==> config.mk <==
export PLATFORM = sky130hd
export DESIGN_NAME = mem_bus_arbiter
export DESIGN_NICKNAME = d
export VERILOG_FILES = /design/src/rtl/cpu_types_pkg.sv /design/src/rtl/my_types_pkg.sv /design/src/rtl/mem_bus_arbiter_pick.sv /design/src/rtl/mem_bus_arbiter.sv
export SDC_FILE = /design/constraint.sdc
export NUM_CORES = 1
export LEC_CHECK = 0
export CORE_AREA = 2 2 160 162
export CTS_BUF_LIST = sky130_fd_sc_hd__clkbuf_4 sky130_fd_sc_hd__clkbuf_8 sky130_fd_sc_hd__clkbuf_16
export CTS_CLUSTER_DIAMETER = 80
export CTS_CLUSTER_SIZE = 28
export DETAILED_ROUTE_END_ITERATION = 6
export DIE_AREA = 0 0 162 164
export SYNTH_ARGS = -nofsm -noshare
export SYNTH_HDL_FRONTEND = slang
export SYNTH_SLANG_ARGS = --single-unit
==> constraint.sdc <==
create_clock -name CLK -period 4.2 [get_ports CLK]
set_clock_uncertainty 0.2 [all_clocks]
set_input_delay 1.05 -clock CLK [delete_from_list [all_inputs] [get_ports CLK]]
set_output_delay 1.05 -clock CLK [all_outputs]
set_load 0.005 [all_outputs]
==> src/rtl/cpu_types_pkg.sv <==
// Shared CPU types: bus word and RAM handshake status.
package cpu_types_pkg;

    localparam int unsigned WORD_W = 32;

    typedef logic [WORD_W-1:0] word_t;

    typedef enum logic [1:0] {
        FREE   = 2'd0,
        BUSY   = 2'd1,
        ACCESS = 2'd2,
        ERROR  = 2'd3
    } ramstate_t;

endpackage

==> src/rtl/my_types_pkg.sv <==
// Memory-bus arbiter types and requester index map.
package my_types_pkg;

    typedef enum logic {
        ARB_IDLE,
        ARB_ACCESS
    } arb_state_t;

    // Even index = dcache, odd index = icache; core = index / 2.
    localparam int unsigned REQ_C0_D = 0;
    localparam int unsigned REQ_C0_I = 1;
    localparam int unsigned REQ_C1_D = 2;
    localparam int unsigned REQ_C1_I = 3;

endpackage

==> src/rtl/mem_bus_arbiter_pick.sv <==
// Winner selection: dcache class beats icache class, round-robin between
// cores within a class starting after last_core.
module mem_arb_pick #(
    parameter int unsigned NREQ  = 4,
    parameter int unsigned NCORE = NREQ / 2,
    parameter int unsigned CW    = (NCORE > 1) ? $clog2(NCORE) : 1
) (
    input  logic [NREQ-1:0] active,
    input  logic [NREQ-1:0] exclude,
    input  logic [CW-1:0]   last_core,
    output logic [NREQ-1:0] winner,
    output logic            valid
);

    logic [NREQ-1:0] cand;

    // First candidate in class order, then core order rotated past last_core
    always_comb begin
        cand   = active & ~exclude;
        winner = '0;
        valid  = 1'b0;
        for (int unsigned cls = 0; cls < 2; cls++) begin
            for (int unsigned k = 1; k <= NCORE; k++) begin
                if (!valid && cand[2 * ((32'(last_core) + k) % NCORE) + cls]) begin
                    winner[2 * ((32'(last_core) + k) % NCORE) + cls] = 1'b1;
                    valid = 1'b1;
                end
            end
        end
    end

endmodule

==> src/rtl/mem_bus_arbiter.sv <==
// Shared RAM port arbiter for the four cache requesters of the dual-core system.
module mem_bus_arbiter
    import cpu_types_pkg::*;
    import my_types_pkg::*;
#(
    parameter int unsigned NREQ     = 4,
    parameter int unsigned MAX_HOLD = 2
) (
    input  logic                  CLK,
    input  logic                  RST,
    input  logic      [NREQ-1:0]  req_ren,
    input  logic      [NREQ-1:0]  req_wen,
    input  logic      [NREQ-1:0]  req_hold,
    input  word_t     [NREQ-1:0]  req_addr,
    input  word_t     [NREQ-1:0]  req_store,
    output logic      [NREQ-1:0]  req_wait,
    output word_t                 req_load,
    output logic      [NREQ-1:0]  grant,
    output logic                  ramREN,
    output logic                  ramWEN,
    output word_t                 ramaddr,
    output word_t                 ramstore,
    input  word_t                 ramload,
    input  ramstate_t             ramstate
);

    localparam int unsigned NCORE = NREQ / 2;
    localparam int unsigned CW    = (NCORE > 1) ? $clog2(NCORE) : 1;
    localparam int unsigned IW    = (NREQ > 1) ? $clog2(NREQ) : 1;
    localparam int unsigned HW    = (MAX_HOLD > 1) ? $clog2(MAX_HOLD + 1) : 1;

    arb_state_t      state;
    logic [HW-1:0]   hold_cnt;
    logic [CW-1:0]   last_core;

    logic [NREQ-1:0] active;
    logic [IW-1:0]   owner_idx;
    logic [CW-1:0]   owner_core;
    logic            owner_active;
    logic            done;
    logic            hold_more;
    logic [CW-1:0]   pick_last;
    logic [NREQ-1:0] pick_winner;
    logic            pick_valid;

    assign active       = req_ren | req_wen;
    assign owner_core   = CW'(owner_idx >> 1);
    assign owner_active = |(grant & active);
    assign done         = (state == ARB_ACCESS) && (ramstate == ACCESS);
    assign hold_more    = req_hold[owner_idx] && ((32'(hold_cnt) + 32'd1) < MAX_HOLD);
    assign req_wait     = active & ~(grant & {NREQ{done}});
    assign req_load     = ramload;

    // On release the round-robin must already see the outgoing owner's core,
    // so the picker gets it directly rather than the not-yet-updated register.
    // In idle grant is zero, so excluding grant excludes nobody.
    assign pick_last = (state == ARB_ACCESS) ? owner_core : last_core;

    mem_arb_pick #(
        .NREQ (NREQ)
    ) u_pick (
        .active    (active),
        .exclude   (grant),
        .last_core (pick_last),
        .winner    (pick_winner),
        .valid     (pick_valid)
    );

    // Encode the one-hot grant into an owner index
    always_comb begin
        owner_idx = '0;
        for (int unsigned i = 0; i < NREQ; i++) begin
            if (grant[i]) owner_idx = IW'(i);
        end
    end

    // Steer the owner's request onto the RAM port; quiet when idle
    always_comb begin
        ramREN   = 1'b0;
        ramWEN   = 1'b0;
        ramaddr  = '0;
        ramstore = '0;
        if (state == ARB_ACCESS) begin
            ramWEN   = req_wen[owner_idx];
            ramREN   = req_ren[owner_idx] & ~req_wen[owner_idx];
            ramaddr  = req_addr[owner_idx];
            ramstore = req_store[owner_idx];
        end
    end

    // Arbitration FSM: grant, hold counter and round-robin pointer
    always_ff @(posedge CLK) begin
        if (RST) begin
            state     <= ARB_IDLE;
            grant     <= '0;
            hold_cnt  <= '0;
            last_core <= CW'(1);
        end else begin
            case (state)
                ARB_IDLE: begin
                    if (pick_valid) begin
                        grant    <= pick_winner;
                        hold_cnt <= '0;
                        state    <= ARB_ACCESS;
                    end
                end
                ARB_ACCESS: begin
                    if (!owner_active) begin
                        grant    <= '0;
                        hold_cnt <= '0;
                        state    <= ARB_IDLE;
                    end else if (done) begin
                        if (hold_more) begin
                            hold_cnt <= hold_cnt + HW'(1);
                        end else begin
                            last_core <= owner_core;
                            hold_cnt  <= '0;
                            if (pick_valid) begin
                                grant <= pick_winner;
                            end else begin
                                grant <= '0;
                                state <= ARB_IDLE;
                            end
                        end
                    end
                end
                default: begin
                    grant    <= '0;
                    hold_cnt <= '0;
                    state    <= ARB_IDLE;
                end
            endcase
        end
    end

endmodule

Word-level counts from Yosys, hierarchy flattened
Cells that the tools add are included.
Storage, ports and cells
  bits of input ports: 304
  word-level logic and storage cells: 112
  register bits after elaboration: 8
Operators by class
  reductions and logical operators: 16
  $lt $le $gt $ge: 10
  eq/ne operators: 4
  add/sub/neg operators: 6
  muxes and demuxes: 58
  bitwise operators: 14
Operator list (number)
  $bmux 32 s2: 2
  $mux 32: 4
  $ge 32x1->1 const B: 2
  $lt 32x3->1 const B: 2
  $mux 4: 8
  $mux 1: 25
  $and 4x4->4: 4
  $mux 2: 6
  $or 4x4->4: 3
  $bmux 1 s2: 5
  $add 2x1->3 const B: 3
  $logic_and 1x1->1: 9
  $lt 2x3->1 const B: 3
  $not 4->4: 2
  $pmux 4 s2: 1
  $demux 1 s2: 2
  $ge 2x1->1 const B: 2
  $or 4x3->4: 1
  $pmux 2 s2: 1
  $reduce_and 4->1: 1
  $reduce_or 4->1: 1
  $logic_not 1->1: 3
  $lt 3x2->1 const B: 1
  $mux 3: 1
  12 further kinds: 16

Logic depth before layout (Yosys ltp)
  depth after elaboration: 22
  depth in mapped cells: 7

Cells and area by module
Synthesis repeated with hierarchy kept, for this count alone.
Second synthesis, totals
  cell total of the unflattened synthesis: 551
  area, all modules: 3369.5 sq um
By module, submodules not included
  mem_bus_arbiter: instances 1, cells an instance 538, area an instance 3269.4 sq um
  mem_arb_pick: instances 1, cells an instance 13, area an instance 100.1 sq um

Worst setup path after synthesis
OpenSTA, ideal clock, no wires.
  kind: input to output
  start: input ramstate[0]
  end: output req_wait[0]
  buffers on the path: 0
  slack: 1369 ps
  arrival time: 1581 ps
  cell stages on the path: 2
  cell sequence: nor3_1 > a21oi_1
On the way
  cells in the longest elaborated chain, start to end: 5
Ends and longest elaborated chain
  start: declaration: RTL line mem_bus_arbiter.sv:24  | input ramstate_t ramstate
  $eq 2x2->1: RTL line mem_bus_arbiter.sv:49  | assign done = (state == ARB_ACCESS) && (ramstate == ACCESS);
  $logic_and 1x1->1: RTL line mem_bus_arbiter.sv:49
  $and 4x4->4: RTL line mem_bus_arbiter.sv:51  | assign req_wait = active & ~(grant & {NREQ{done}});
  $not 4->4: RTL line mem_bus_arbiter.sv:51
  $and 4x4->4: RTL line mem_bus_arbiter.sv:51
  end: declaration: RTL line mem_bus_arbiter.sv:16  | output logic [NREQ-1:0] req_wait,
No other way between the ends.

Worst setup path in the final report
  start: input req_wen[1]
  end: output ramREN
On the way
  cells in the longest elaborated chain, start to end: 5
Ends and longest elaborated chain
  start: declaration: RTL line mem_bus_arbiter.sv:12  | input logic [NREQ-1:0] req_wen,
  $bmux 1 s2: RTL line mem_bus_arbiter.sv:85  | ramREN = req_ren[owner_idx] & ~req_wen[owner_idx];
  $mux 1 (not written as such): RTL line mem_bus_arbiter.sv:85
  $not 1->1: RTL line mem_bus_arbiter.sv:85
  $and 1x1->1: RTL line mem_bus_arbiter.sv:85
  $mux 1: RTL line mem_bus_arbiter.sv:83  | if (state == ARB_ACCESS) begin
  end: declaration: RTL line mem_bus_arbiter.sv:19  | output logic ramREN,
No other way between the ends. The select of a mux whose other input is x is not followed.

==> summary.md <==
| Metric | Value |
|---|---|
| Cell Int Power | `0.870 mW` |
| # Post-CTS Setup Buffers | `0` |
| Final WS setup | `0.149 ns` |
| Wire per inst | `15.2 um` |
| Final net count | `1,069` |
| R2R depth | `5` |
| Routed length on met3 | `1260 um` |
| Synthesized Nets | `786` |
| Seq/Total Area, Yosys | `4.86%` |
| Hold Vio Cnt, Final | `0` |
| Synth area leader | `mux2_1` |
| Ys flop type | `dfxtp_1` |
| RSZ-0062 raised after global routing | `false` |
| Worst IR Drop VDD | `0.000180 V` |
| Pre-CTS setup slack | `0.150 ns` |
| Worst hold stages | `2` |
| Top Family by Delay on Critical Path | `buffers and inverters` |
| Syn Area/Cell | `6.85 um^2` |
| CP max stage delay | `0.53 ns` |
| Largest net degree at the start of global routing | `141` |
| Port bufs | `345` |
| Min Tclk post-route | `4.05 ns` |
| Slew Viols, Final | `0` |
| Initial core utilization | `13.3%` |
| Rows | `58` |
| Asr flop ratio synth | `0%` |
| Warnings from Yosys | `0` |
| Cell count along the critical path | `6` |
| # DRC | `0` |
| Synth top area share | `21.5%` |
| CP Launch Type | `primary input` |
| Die Area | `0.0266 mm^2` |
| Die width | `162 um` |
| Synth Register Bits | `8` |
| Initial antenna violation count | `0` |
| Max-Cap Viols | `0` |
| CTS tree | `done` |
| H-tree levels | `1` |
| Share of layout cells above drive strength 1 | `3.67%` |
| Post-DP HPWL | `12,900 um` |
| Number of flops mapped to enable cells by yosys | `0` |
| Worst EP required | `2.95 ns` |
| TritonCTS Buffers | `3` |
| Sw frac | `36.1%` |
| Clock Tree Buf Depth | `2` |
| Area delta synth->final | `110%` |
| F_max | `247 MHz` |
| Crit path cell chain | `clkdlybuf4s50_1 -> mux2i_1 -> o21ai_1 -> mux2i_1 -> and3_1 -> clkdlybuf4s50_1` |
| WP data arrival | `2.80 ns` |
| Antenna-violating nets left | `0` |
| Sw power | `0.492 mW` |
| TNS Setup | `0 ns` |
| Yosys cell types | `40` |
| Critical Path End | `ramREN` |
| Critical Path End Type | `output pin` |
| Slew HR | `44.1%` |
| Antenna diodes | `0` |
| Worst skew pair latency | `0.23 ns` |
| Hold_buf cts | `0` |
| Final WL | `16,600 um` |
| Period Utilization, post-route | `96.5%` |
| Reg2reg end | `grant[3]$_SDFFE_PP0P_` |
| Finished layout cell area | `0.00692 mm^2` |
| Io pins | `410` |
| Drt first pass iters | `4` |
| Root Buffer | `clkbuf_16` |
| Worst path slowest cell | `clkdlybuf4s50_1` |
| P per Cell Area | `197 mW/mm^2` |
| Wl on met1 | `6790 um` |
| GP Congestion | `0.760` |
| Vias in the first global route | `4,392` |
| Critical Path Source | `req_wen[1]` |
| Crit-path max FO | `4` |
| Clock share of power | `12.5%` |
| Total grt overflow | `0` |
| Synth top area cells | `mux2_1, o211ai_1, nand2b_1` |
| Pleak | `2.26 nW` |
| First-pass GRT wire length | `23,900 um` |
| Clock sinks | `8` |
| Met2 WL | `8280 um` |
| DR vias | `4,553` |
| Core Region | `0.0248 mm^2` |
| Status | `completed` |
| Endpoints failing setup | `0` |
| Gr usage total | `11.1%` |
| Worst Max-Slew Pin Slew | `0.838 ns` |
| Resized Gates After CTS | `0` |
| Gate count of the mapped netlist | `481` |
| Power share of the sequential group | `7.2%` |
| DRT iter0 DRCs | `197` |
| Post-DP Area | `0.00683 mm^2` |
| Class of the worst hold path | `reg2reg` |
| Top Layer Used | `met4` |
| Most frequent cells after synthesis | `a21oi_1, nand2_1, nand2b_1, mux2_1, o211ai_1` |
| Worst reg2reg path startpoint | `grant[3]$_SDFFE_PP0P_` |
| Die height | `164 um` |
| Most common cell in the netlist | `a21oi_1` |
| Kind of critical path | `in2out` |
| FILL cells | `2,691` |
| Clock Pin Slew Worst Setup and Hold Paths | `0.04 ns` |
| Synthesized area | `0.00330 mm^2` |
| Finished Core Util | `27.9%` |
| Routed vias/inst | `4.17` |
| Gate power share | `80.4%` |
| FF-to-FF setup slack | `1.67 ns` |
| CP Buf/Inv Count | `2` |
## cells in the final DEF (no fill, tap or decap), types with 2 or more instances in the layout
cell / n
nand2b_1: 67
buf_4: 7
clkdlybuf4s50_1: 345
dfxtp_1: 6
o211ai_1: 63
mux2_1: 63
inv_1: 3
nor2_1: 13
nand2_1: 68
mux2i_1: 13
clkbuf_16: 3
buf_12: 3
inv_2: 4
a211oi_1: 2
a21oi_1: 71
o21ai_0: 7
## layout make-up
class	count	area, um^2	share of cell area [%]
inverter	7	26.3	0.380
sequential	8	165	2.39
tap	330	413	5.97
multi-input combinational	389	2660	38.5
clock buffer	4	82.6	1.19
timing repair buffer	355	3570	51.6
## worst min-delay path by stage
| stage | slack (ns) | end | startpoint |
|---|---|---|---|
| 3_5_place_dp | 0.27 | hold_cnt[1]$_SDFFE_PP0P_ | hold_cnt[1]$_SDFFE_PP0P_ |
| 3_3_place_gp | 0.26 | hold_cnt[1]$_SDFFE_PP0P_ | hold_cnt[1]$_SDFFE_PP0P_ |
| 2_1_floorplan | 0.24 | hold_cnt[1]$_SDFFE_PP0P_ | hold_cnt[1]$_SDFFE_PP0P_ |
| 5_1_grt | 0.30 | hold_cnt[1]$_SDFFE_PP0P_ | hold_cnt[1]$_SDFFE_PP0P_ |
| 6_report | 0.27 | hold_cnt[1]$_SDFFE_PP0P_ | hold_cnt[1]$_SDFFE_PP0P_ |
| 4_1_cts | 0.27 | hold_cnt[1]$_SDFFE_PP0P_ | hold_cnt[1]$_SDFFE_PP0P_ |
## power groups by stage
stage               Sequential [mW]  Clock, mW  Combinational (mW)
global route                 0.0995      0.178                1.19
detailed placement           0.0990          0                1.10
CTS                          0.0977      0.171                1.11
finish                       0.0974      0.170                1.09
global placement             0.0985          0                1.10
floorplan                    0.0928          0               0.521
## metrics by stage
stage          power (mW)  instances  hold WS, ns
2_1_floorplan       0.613        481        0.239
3_3_place_gp         1.20       1089        0.256
3_5_place_dp         1.20       1089        0.265
4_1_cts              1.38       1093        0.270
5_1_grt              1.46       1093        0.302
6_report             1.36       1093        0.272
## flip-flops by register name (all words and copies together), names as in the netlist
| register | count |
|---|---|
| grant | 4 |
| last_core | 1 |
| state | 1 |
| hold_cnt | 2 |
## per-layer routing
| layer | GRT usage, % | up-vias |
|---|---|---|
| met5 | 0 | - |
| met4 | 2.13 | 0 |
| met3 | 2.32 | 20 |
| li1 | - | 2249 |
| met1 | 13.2 | 2081 |
| met2 | 20.5 | 203 |
## cell families after synthesis
family,synth area share (%)
and+or+nand+nor,24.1
DFF,4.86
adders and majority gates,0.379
buffers and inverters,14.4
muxes,25.9
AOI/OAI and AO/OA,30.4
## worst register-to-register path, cell delays in order (launching register included)
cell,delay [ns]
dfxtp_2,0.36
buf_4,0.66
o21ai_0,0.30
o32a_2,0.44
o31ai_4,0.12
mux2_4,0.33
(Power assumes the default switching activity.)
